`src/rtl/soc_sysinfo_pkg.sv`:
```
// Shared constants for the system-info register block.
// Offsets, CTRL bit indices and CAPS field positions.
package soc_sysinfo_pkg;

  localparam logic [3:0] OFF_ID      = 4'd0;
  localparam logic [3:0] OFF_TS      = 4'd1;
  localparam logic [3:0] OFF_CAPS    = 4'd2;
  localparam logic [3:0] OFF_SCRATCH = 4'd3;
  localparam logic [3:0] OFF_UP_LO   = 4'd4;
  localparam logic [3:0] OFF_UP_HI   = 4'd5;
  localparam logic [3:0] OFF_CTRL    = 4'd6;
  localparam logic [3:0] OFF_RSVD    = 4'd7;
  localparam logic [3:0] OFF_INFO0   = 4'd8;

  localparam int CTRL_CLR = 0;
  localparam int CTRL_OVF = 1;

  localparam int CAPS_NINFO_LSB = 0;
  localparam int CAPS_PRE_LSB   = 16;

  function automatic logic [31:0] be_merge(
    input logic [31:0] old,
    input logic [31:0] wdata,
    input logic [3:0]  be
  );
    logic [31:0] r;
    r = old;
    for (int i = 0; i < 4; i++) begin
      if (be[i]) r[8*i +: 8] = wdata[8*i +: 8];
    end
    return r;
  endfunction

endpackage

```
`src/rtl/soc_sysinfo_uptime.sv`:
```
// Free-running 64-bit uptime counter behind a prescaler.
// Clear beats any coincident tick or wrap.
module soc_sysinfo_uptime #(
  parameter int PRESCALE = 1
) (
  input  logic        clock,
  input  logic        reset,
  input  logic        clr,
  input  logic        ovf_clr,
  output logic [63:0] count,
  output logic        ovf
);

  localparam int PW =
    (PRESCALE > 1) ? $clog2(PRESCALE) : 1;
  localparam logic [PW-1:0] PRE_MAX =
    PW'(PRESCALE - 1);

  logic [PW-1:0] pre;
  logic [63:0]   cnt;
  logic          ovf_q;
  logic          tick;
  logic          wrap;

  assign tick  = (pre == PRE_MAX);
  assign wrap  = tick && (&cnt);
  assign count = cnt;
  assign ovf   = ovf_q;

  always_ff @(posedge clock) begin
    if (reset || clr) begin
      pre   <= '0;
      cnt   <= '0;
      ovf_q <= 1'b0;
    end else begin
      pre <= tick ? '0 : pre + 1'b1;
      if (tick) cnt <= cnt + 64'd1;
      // a fresh wrap outranks a same-cycle W1C
      if (ovf_clr) ovf_q <= 1'b0;
      if (wrap)    ovf_q <= 1'b1;
    end
  end

endmodule

```
`src/rtl/soc_sysinfo.sv`:
```
// System-info register block: IDs, caps, scratch, uptime, info words.
// Single-cycle read latency, no wait states.
module soc_sysinfo
  import soc_sysinfo_pkg::*;
#(
  parameter logic [31:0] SYSTEM_ID = 32'h0000_00A5,
  parameter logic [31:0] TIMESTAMP = 32'd0,
  parameter int          NUM_INFO  = 4,
  parameter logic [NUM_INFO*32-1:0] INFO_WORDS = '0,
  parameter int          PRESCALE  = 1
) (
  input  logic        clock,
  input  logic        reset,
  input  logic [3:0]  address,
  input  logic        read,
  input  logic        write,
  input  logic [31:0] writedata,
  input  logic [3:0]  byteenable,
  output logic [31:0] readdata,
  output logic        readdatavalid
);

  localparam logic [31:0] CAPS =
    (32'(PRESCALE) << CAPS_PRE_LSB) |
    (32'(NUM_INFO) << CAPS_NINFO_LSB);

  logic [31:0] scratch;
  logic [31:0] shadow;
  logic [63:0] count;
  logic        ovf;
  logic        wr_ctrl;
  logic        clr;
  logic        ovf_clr;
  logic [31:0] rdata;
  logic [31:0] info [8];

  for (genvar k = 0; k < 8; k++) begin : g_info
    if (k < NUM_INFO) begin : g_on
      assign info[k] = INFO_WORDS[32*k +: 32];
    end else begin : g_off
      assign info[k] = '0;
    end
  end

  assign wr_ctrl = write && byteenable[0] &&
                   (address == OFF_CTRL);
  assign clr     = wr_ctrl && writedata[CTRL_CLR];
  assign ovf_clr = wr_ctrl && writedata[CTRL_OVF];

  soc_sysinfo_uptime #(
    .PRESCALE(PRESCALE)
  ) u_uptime (
    .clock  (clock),
    .reset  (reset),
    .clr    (clr),
    .ovf_clr(ovf_clr),
    .count  (count),
    .ovf    (ovf)
  );

  always_ff @(posedge clock) begin
    if (reset) begin
      scratch <= '0;
    end else if (write && address == OFF_SCRATCH) begin
      scratch <= be_merge(scratch, writedata, byteenable);
    end
  end

  // HI is snapshotted from the same pre-edge value LO returns
  always_ff @(posedge clock) begin
    if (reset) begin
      shadow <= '0;
    end else if (read && address == OFF_UP_LO) begin
      shadow <= count[63:32];
    end
  end

  always_comb begin
    rdata = '0;
    unique case (1'b1)
      (address == OFF_ID):      rdata = SYSTEM_ID;
      (address == OFF_TS):      rdata = TIMESTAMP;
      (address == OFF_CAPS):    rdata = CAPS;
      (address == OFF_SCRATCH): rdata = scratch;
      (address == OFF_UP_LO):   rdata = count[31:0];
      (address == OFF_UP_HI):   rdata = shadow;
      (address == OFF_CTRL):
        rdata = 32'(ovf) << CTRL_OVF;
      (address == OFF_RSVD):    rdata = '0;
      address[3]:               rdata = info[address[2:0]];
      default:                  rdata = '0;
    endcase
  end

  always_ff @(posedge clock) begin
    if (reset) begin
      readdata      <= '0;
      readdatavalid <= 1'b0;
    end else begin
      readdatavalid <= read;
      if (read) readdata <= rdata;
    end
  end

endmodule
```
`config.mk`:
```
export PLATFORM = sky130hd
export DESIGN_NAME = soc_sysinfo
export DESIGN_NICKNAME = d
export VERILOG_FILES = /design/src/rtl/soc_sysinfo_pkg.sv /design/src/rtl/soc_sysinfo_uptime.sv /design/src/rtl/soc_sysinfo.sv
export SDC_FILE = /design/constraint.sdc
export NUM_CORES = 1
export LEC_CHECK = 0
export ABC_AREA = 1
export BUFFER_PORTS_ARGS = -buffer_cell sky130_fd_sc_hd__buf_4
export CAP_MARGIN = 30
export CORE_MARGIN = 4
export CORE_UTILIZATION = 59
export CTS_CLUSTER_DIAMETER = 120
export DETAILED_ROUTE_END_ITERATION = 7
export PLACE_DENSITY = 0.8
export SKIP_CTS_REPAIR_TIMING = 1
export SLEW_MARGIN = 30
export SYNTH_ARGS = -nofsm -noshare
export SYNTH_HDL_FRONTEND = slang
export SYNTH_SLANG_ARGS = --single-unit
export TNS_END_PERCENT = 10
```
`constraint.sdc`:
```
create_clock -name clock -period 1.8 [get_ports clock]
set_input_delay 0.09 -clock clock [delete_from_list [all_inputs] [get_ports clock]]
set_output_delay 0.09 -clock clock [all_outputs]
set_load 0.02 [all_outputs]
```
# Yosys cells after proc, flatten, opt, wreduce, memory -nomap -nowiden
# Memory sizes are Yosys's and may differ from the RTL's.
# Index checks and enable logic that the tools add are counted.
[totals]
word_cells = 42
mem_count = 1
input_bits = 44
output_inout_bits = 33
register_bits = 163
rom_bits = 256
[mem_list]
columns = ["memory", "words", "width", "read_ports", "rd_clocked_by_memory_dff", "wr", "line", "rtl"]
rows = [
  ["(no name shown)", 8, 32, 1, 0, 0, "soc_sysinfo.sv:90", "address[3]: rdata = info[address[2:0]];"],
]
[classes]
mux = 5
n_reduce_logical = 16
magnitude_cmp = 1
bitwise = 2
eq_ne = 5
n_addsub = 2
[op_table]
columns = ["op", "count"]
rows = [
  ["case mux 32 bit (7 select lines)", 1],
  ["adder 64 x 1 -> 64 bit (second input constant)", 1],
  ["2-to-1 mux 32 bit", 2],
  ["AND reduction 64 bit", 1],
  ["== test 4 x 3 -> 1 bit (second input constant)", 3],
  ["== test 4 x 2 -> 1 bit (second input constant)", 2],
  ["AND reduction 2 bit", 4],
  ["logical AND 1 bit", 7],
  ["greater-or-equal comparator 4 bit (second input constant)", 1],
  ["logical NOT 4 bit", 1],
  ["NOT 3 -> 4 bit", 1],
  ["2-to-1 mux 1 bit", 2],
  ["nonzero test 2 bit", 1],
  ["OR reduction 2 bit", 1],
  ["adder 1 bit (second input constant)", 1],
  ["logical OR 1 bit", 1],
  ["NOT 1 bit", 1],
]

# Longest topological paths before layout
# Gate-level depths: netlist of run 1.
[depth]
ltp_word = 5
depth_mapped = 11
mapped_depth_nobuf = 11

# Modules after synthesis
# A second synthesis of run 1 with hierarchy kept.
[hier_totals]
cells_unflattened = 1227
hier_area_um2 = 8180.3
[modules_own_cells]
columns = ["module", "area_each_um2", "cells_per_inst", "instances", "seq_area_each_um2"]
rows = [
  ["soc_sysinfo", 4284.1, 601, 1, 1941.9],
  ["soc_sysinfo_uptime", 3896.2, 626, 1, 1321.3],
]

# Worst setup path before layout of run 1
# No wires, ideal clock.
[synth_path]
path_type = "reg2reg"
start = "reg u_uptime.cnt[0] (netlist: u_uptime.count[0])"
end = "reg u_uptime.cnt[56] (netlist: u_uptime.count[56])"
path_stages_with_launch = 11
t_required_ns = 1.685
path_slack_ns = 0.359
path_buffers = 0
arrival_ns = 1.326
synth_period_minus_slack_ns = 1.441
path_cell_list = "dfxtp_1 -> ha_1 -> inv_1 -> nor2_1 -> nand2_1 -> nor2_2 -> nand2_1 -> nor2_2 -> nand3_1 -> nand2_1 -> nor2_1"
[synth_between]
elab_chain_cells = 1
[synth_lines]
columns = ["element", "line", "rtl"]
rows = [
  ["from (decl)", "soc_sysinfo_uptime.sv:20", "logic [63:0] cnt;"],
  ["from (signal assigned)", "soc_sysinfo_uptime.sv:37", "if (tick) cnt <= cnt + 64'd1;"],
  ["adder 64 x 1 -> 64 bit", "soc_sysinfo_uptime.sv:37", ""],
]
# No other way between the ends.
# A chain may end at the register's enable or synchronous reset.

# Final worst setup path of run 1
[layout_path]
start = "reg u_uptime.cnt[3] (netlist: u_uptime.count[3])"
end = "reg u_uptime.cnt[57] (netlist: u_uptime.count[57])"
# Same word-level chain as after synthesis.

==> results by group, run 1 <==
Synth
  • Synth Area in Compound Gates: 12.91%
  • Post-synth ARST share: 0%
  • Mapped Area: 0.007782 mm²
  • Adder-Cell Fraction of Synth Area: 0.1608%
  • Mean Syn Cell Area: roughly 6.5 µm²
  • Top-area cell type share of the netlist area: about two fifths
  • Register area share after synthesis: a little over two fifths
  • Yosys reg bits: 163
  • Yosys top cell by area: dfxtp_1
  • Post-synthesis mux area share: 0%
  • EDFF count, synth: 0
  • Syn Nets: roughly 1,200
  • Simple-gate share of the synthesized area: 37.20%
  • Largest family of logic cells by synthesized area: simple AND/OR/NAND/NOR gates
  • Cells after Synth: 1,197
  • Yosys Warn Count: 0
  • XOR/XNOR Fraction of Synth Area: 0.9003%
  • Netlist cell types: 32
  • Ys flop type: dfxtp_1
  • Largest cells by area after synthesis: dfxtp_1, nand2_1, nor2_1, a21oi_1, nand3_1

Timing
  • Minimum clock period: ~1.7 ns
  • Final hold violations: 0
  • Final Max Tran Viols: 0
  • Max_slew headroom: 47.94%
  • Final period utilization: a little under 100%
  • Least-Margin Pin Slew: 0.7809 ns
  • RSZ-0062 raised after global routing: yes
  • Worst hold slack: 0.02453 ns
  • Clock skew: 0.01112 ns
  • Final setup fails: 0
  • Final TNS setup: 0 ns
  • FMAX: 573.3 MHz

Layout
  • Fin area: 0.009688 mm²
  • Layout cells sized above 1: 14.65%
  • Fin util: 75.84%
  • Register Area: 0.003267 mm²
  • NumNets Final: 1,370
  • Diodes inserted: 0
  • Syn-to-layout area delta: 24.49%
  • FILL cells: ~1,000
  • Commonest non-fill, non-tap cell in the layout: nand2_1
  • Multi-input logic area: 0.004043 mm²
  • Most frequent cells in the layout: nand2_1, nor2_1, dfxtp_1, buf_4, a21oi_1

Detailed routing
  • 1st-iter DRT viols: 996
  • DRC Markers: 0
  • Vias per Instance: 5.554
  • Post-route ant nets: 0
  • Routed via count: around 8,400
  • DR WL/cell: around 17 µm
  • Final WL: 25,010 µm
  • Initial DRT Pass Iterations: 6

Worst setup path
  • Internal reg-to-reg setup slack: 0.06 ns
  • Reg2reg path depth: 9
  • Worst EP arrival: around 2.1 ns
  • Critical-path maximum fanout: 4
  • Required time of the critical path: between 2 and 2.5 ns
  • Worst setup EP type: flop
  • Kind of critical path: reg -> reg
  • Startpoint Class: flop

Clocking
  • Clk Latency, worst-skew pair: approximately 0.43 ns
  • CTS H-Tree Depth: 4
  • Num CTS Buffers: 17
  • Clock buffer depth: 2
  • Clk slew on worst S/H paths: 0.07 ns
  • Clock root buffer: clkbuf_16
  • TritonCTS clock tree: yes
  • Clock sinks: 163

Global routing
  • GRT Util Overall: 32.67%
  • First-pass GRT wire length: 38,090 µm
  • Congestion Overflow GR: 0
  • Vias in the first global route: 7,458
  • Initial antenna violation count: 0
  • Largest net degree at the start of global routing: 72

Power and ir drop
  • Pleak: 3.426 nW
  • Power Density: ~790 mW/mm²
  • VDD IR max: between 0.0006 and 0.0007 V

Floorplanning
  • CORE AREA: 0.01277 mm²
  • Initial Utilization: about three fifths
  • Die area: about 0.015 mm²
  • Std-Cell Rows: 41
  • Die H: 122.9 µm
  • Boundary Pins: 77
  • Horiz. Die Dim: approximately 120 µm

Place
  • Count of buffers from port buffering: 76
  • Gpl congestion: 0.9877
  • Post-DP Area: ~0.0087 mm²
  • Post-DP HPWL: 17,870 µm

Status
  • Status: finished, final reports clean

Worst hold path
  • Worst min-delay path category: in -> reg
  • Hold path depth: 3

Job
  • Max-Cap Viols: 0
-- worst max-delay path, stage by stage (launching register included) --
cell and delay, ns:
dfxtp_1 0.40, nand2_1 0.19, nor2_1 0.13, nand2_1 0.16, nor2_1 0.27, nand3_1 0.13, nor2_1 0.20, nand2_1 0.08
nand2_1 0.06, nor2_1 0.04
-- routing by layer --
metal / up-vias / part of all wire (%) / global-route usage [%]
met3: 75 / 7.4 / 5.622
met2: 361 / 47 / 52.55
met5: - / 0 / 0
met4: 0 / 4.4 / 15.12
met1: 3857 / 42 / 42.80
li1: 4093 / - / -
-- through the flow --
stage,power [mW],std cells,setup WS (ns)
2_1_floorplan,3.896,1197,0.3586
3_3_place_gp,4.045,1445,0.06095
3_5_place_dp,4.048,1445,0.06770
4_1_cts,7.607,1477,0.05240
5_1_grt,7.902,1510,-0.01477
6_report,7.688,1510,0.05564
-- power breakdown --
| part | internal, mW | total, mW | switching, mW | leakage (nW) |
|---|---|---|---|---|
| sequential | 3.62 | 3.63 | 0.0103 | 1.32 |
| clock | 2.07 | 3.65 | 1.58 | 0.287 |
| combinational | 0.169 | 0.405 | 0.236 | 1.82 |
-- synthesized netlist by cell type (7+ instances only) --
| cell | count |
|---|---|
| o21ai_0 | 26 |
| dfxtp_1 | 163 |
| nand3_1 | 79 |
| nor2_2 | 7 |
| nor3_1 | 10 |
| nand2_1 | 376 |
| o211ai_1 | 23 |
| inv_1 | 81 |
| xor2_1 | 7 |
| nand4_1 | 14 |
| o21ai_1 | 24 |
| nor2_1 | 203 |
| a21oi_1 | 106 |
| clkbuf_1 | 32 |
-- cells by family after synthesis --
logic type | Yosys count
simple gates | 704
flops | 163
fa+ha+maj | 1
other cells | 1
xor+xnor | 8
compound gates | 186
buf+inv | 134
-- registers in the layout, summed over array words and instances, names as in the netlist --
register / count
u_uptime.ovf: 1
shadow: 32
scratch: 32
u_uptime.count: 64
readdata: 32
u_uptime.pre: 1
readdatavalid: 1
-- worst paths after layout --
| check | from | endpoint |
|---|---|---|
| worst min register to register | shadow[29] | shadow[29] |
| worst max-delay path | u_uptime.count[3] | u_uptime.count[57] |
| worst min-delay path | read | readdata[14] |
| worst max register to register | u_uptime.count[3] | u_uptime.count[57] |
-- layout make-up --
class	instances	area share (%)
Multi-Input combinational cell	900	41.73
Inverter	91	3.565
Sequential cell	163	33.72
Clock inverter	14	1.601
Timing Repair Buffer	152	12.73
Clock buffer	18	4.430
Tap cell	172	2.221
Power figures use the tool's default switching activity.
==> inputs of run 2 (changes only) <==
--- a/config.mk
+++ b/config.mk
@@ -9,13 +9,15 @@
 export BUFFER_PORTS_ARGS = -buffer_cell sky130_fd_sc_hd__buf_4
 export CAP_MARGIN = 30
 export CORE_MARGIN = 4
-export CORE_UTILIZATION = 59
+export CORE_UTILIZATION = 60
 export CTS_CLUSTER_DIAMETER = 120
+export CTS_CLUSTER_SIZE = 40
 export DETAILED_ROUTE_END_ITERATION = 7
-export PLACE_DENSITY = 0.8
+export PLACE_DENSITY = 0.81
 export SKIP_CTS_REPAIR_TIMING = 1
 export SLEW_MARGIN = 30
 export SYNTH_ARGS = -nofsm -noshare
 export SYNTH_HDL_FRONTEND = slang
+export SYNTH_HIERARCHICAL = 1
 export SYNTH_SLANG_ARGS = --single-unit
 export TNS_END_PERCENT = 10
==> results by group, run 2 <==
Timing
  • Final period utilization: 102.6%
  • RSZ-0062 raised after global routing: yes
  • Final TNS setup: -0.08142 ns
  • FMAX: 541.4 MHz
  • Final hold violations: 0
  • Minimum clock period: 1.847 ns
  • Clock skew: 0.006354 ns
  • Final Max Tran Viols: 0
  • Setup ws final: -0.04710 ns
  • Final setup fails: 3

Job
  • Max-Cap Viols: 0

Power and ir drop
  • Cell internal pwr: 5.767 mW
  • P_sw: 1.778 mW
  • VDD IR max: 0.0006382 V
  • Power Density: 758.6 mW/mm²
  • Pleak: 3.762 nW
  • Combinational power share: 5.9%
  • Share of total power in sequential cells: 48.2%
  • Clock power share: 46.0%
  • Switching portion of total power: 23.56%

Layout
  • Syn-to-layout area delta: 21.58%
  • FILL cells: roughly 1,000
  • Diodes inserted: 0
  • Max reg flops: 64
  • Fin util: 74.81%
  • Most frequent cells in the layout: nand2_1, nor2_1, dfxtp_1, nand3_1, a21oi_1
  • NumNets Final: 1,381
  • Non-filler cells, final: between 1,500 and 2,000
  • Layout cells sized above 1: 15.27%
  • Commonest non-fill, non-tap cell in the layout: nand2_1

Synth
  • Count leader, synth: nand2_1
  • Yosys Warn Count: 6
  • Mapped Area: 0.008180 mm²
  • Yosys reg bits: ~160
  • Ys flop type: dfxtp_1
  • Mean Syn Cell Area: 6.667 µm²
  • EDFF count, synth: 0
  • Yosys top cell by area: dfxtp_1
  • Synth cell count leaders: nand2_1, nor2_1, dfxtp_1
  • Largest cells by area after synthesis: dfxtp_1, nand2_1, nand3_1, nor2_1, a21oi_1
  • Cells after Synth: 1,227
  • Netlist cell types: 41
  • Post-synth ARST share: 0%
  • Register area share after synthesis: 39.89%
  • Syn Nets: roughly 1,300
  • Top-area cell type share of the netlist area: 39.89%

Clocking
  • Clk Latency, worst-skew pair: 0.44 ns
  • Clock buffer depth: 2
  • Clk slew on worst S/H paths: 0.07 ns
  • Clock sinks: ~160
  • Clock root buffer: clkbuf_16
  • Num CTS Buffers: 17
  • CTS H-Tree Depth: 4
  • TritonCTS clock tree: yes

Worst setup path
  • CP Buf/Inv Count: 1
  • Kind of critical path: reg -> reg
  • Launch point of the worst reg-to-reg path: u_uptime/count[10]
  • Crit path from: u_uptime/count[10]
  • Startpoint Class: flop
  • Worst EP arrival: 2.23 ns
  • CP delay by family, top: simple AND/OR/NAND/NOR gates
  • Critical-path maximum fanout: 4
  • Most used cell, CP: nand2_1
  • Worst setup EP type: flop
  • Required time of the critical path: 2.18 ns
  • Slowest stage delay, CP: 0.43 ns
  • Max stage delay cell, worst path: dfxtp_1
  • Critical Path, Cell by Cell: nand2_1, nor2_1, nand2_1, inv_1, nand2_1, nor2_2, nand2_1, nand2_1, nand2_1, nor2_1

Status
  • Failing checks: setup timing
  • Status: finished, violations left

Place
  • Gpl congestion: 1.129
  • Count of buffers from port buffering: 76
  • Post-Place Cells: 1,461
  • Post-DP HPWL: 17,490 µm

Floorplanning
  • Die H: 124.8 µm
  • Std-Cell Rows: 42
  • Die area: between 0.015 and 0.02 mm²
  • Horiz. Die Dim: around 120 µm
  • Boundary Pins: between 70 and 80
  • Initial Utilization: 61.53%
  • CORE AREA: 0.01330 mm²

Worst hold path
  • Hold path start: byteenable[1]
  • Worst min-delay path category: in -> reg

Detailed routing
  • Met2 routed WL: 11,000 µm
  • Initial DRT Pass Iterations: 6
  • DR top layer: met4
  • 1st-iter DRT viols: 1,235
  • DR WL met3: roughly 2900 µm
  • Post-route ant nets: 0
  • DR WL/cell: 16.62 µm
  • Final WL: 25,350 µm
  • Met1 Wirelength: 10,630 µm
  • DRC Markers: 0
  • Vias per Instance: 5.841
  • Routed via count: 8,907

Global routing
  • Congestion Overflow GR: 0
  • GRT Util Overall: 30.74%
  • Vias in the first global route: 7,711
  • First-pass GRT wire length: a little under 40,000 µm
  • Largest net degree at the start of global routing: 98
  • Initial antenna violation count: 0
-- run 2: final timing paths --
kind                                           end  slack, ns  cells past startpoint
worst min register to register          shadow[27]       0.46                      2
worst min-delay path                   scratch[11]       0.01                      4
worst max-delay path            u_uptime/count[54]      -0.05                     10
worst max register to register  u_uptime/count[54]      -0.05                     10
-- run 2: cell type report --
class                           instances  area [µm²]  area share [%]
Clock buffer                           20       456.7           4.592
Clock inverter                         12       105.1           1.057
Inverter                               78       309.0           3.107
Multi-Input combinational cell        933        4393           44.17
Sequential cell                       163        3271           32.88
Tap cell                              176       220.2           2.214
Timing Repair Buffer                  143        1191           11.98
-- run 2: per-layer routing --
layer  GRT usage, %  up-vias
li1               -     4231
met3          6.775       88
met4          11.67        0
met2          45.58      531
met5              0        -
met1          43.69     4057
-- run 2: kinds of logic (layout without fill, tap and decap cells) --
kind of cell	after synthesis	in the layout	share of synthesized area, %
xor+xnor	11	11	1.178
fa+ha+maj	1	1	0.1529
flops	163	163	39.89
compound gates	143	143	9.101
other cells	1	1	0.04584
buf+inv	131	253	6.745
simple gates	777	777	42.89
-- run 2: tightest hold or removal path, stage by stage --
cell and delay, ns:
buf_4 0.09, nand2_4 0.09, nand2_1 0.07, a21oi_1 0.05
-- run 2: power groups by stage --
stage | registers, mW | logic (mW) | clock network [mW]
after global placement | 3.71 | 0.372 | 0
after CTS | 3.63 | 0.375 | 3.48
after global routing | 3.63 | 0.474 | 3.65
after detailed placement | 3.71 | 0.372 | 0
after floorplan | 3.71 | 0.213 | 0
final | 3.63 | 0.442 | 3.47
-- run 2: stage by stage --
stage / setup slack (ns) / cell area, µm² / total power, mW / hold slack [ns]
after floorplan: 0.2255 / 8180 / 3.927 / 0.2330
after global placement: 0.1052 / 9044 / 4.085 / 0.3440
after detailed placement: 0.05445 / 9044 / 4.085 / 0.3497
after CTS: 0.03240 / 9605 / 7.486 / -0.09751
after global routing: -0.08932 / 9946 / 7.759 / 0.01376
final: -0.04710 / 9946 / 7.545 / 0.01119
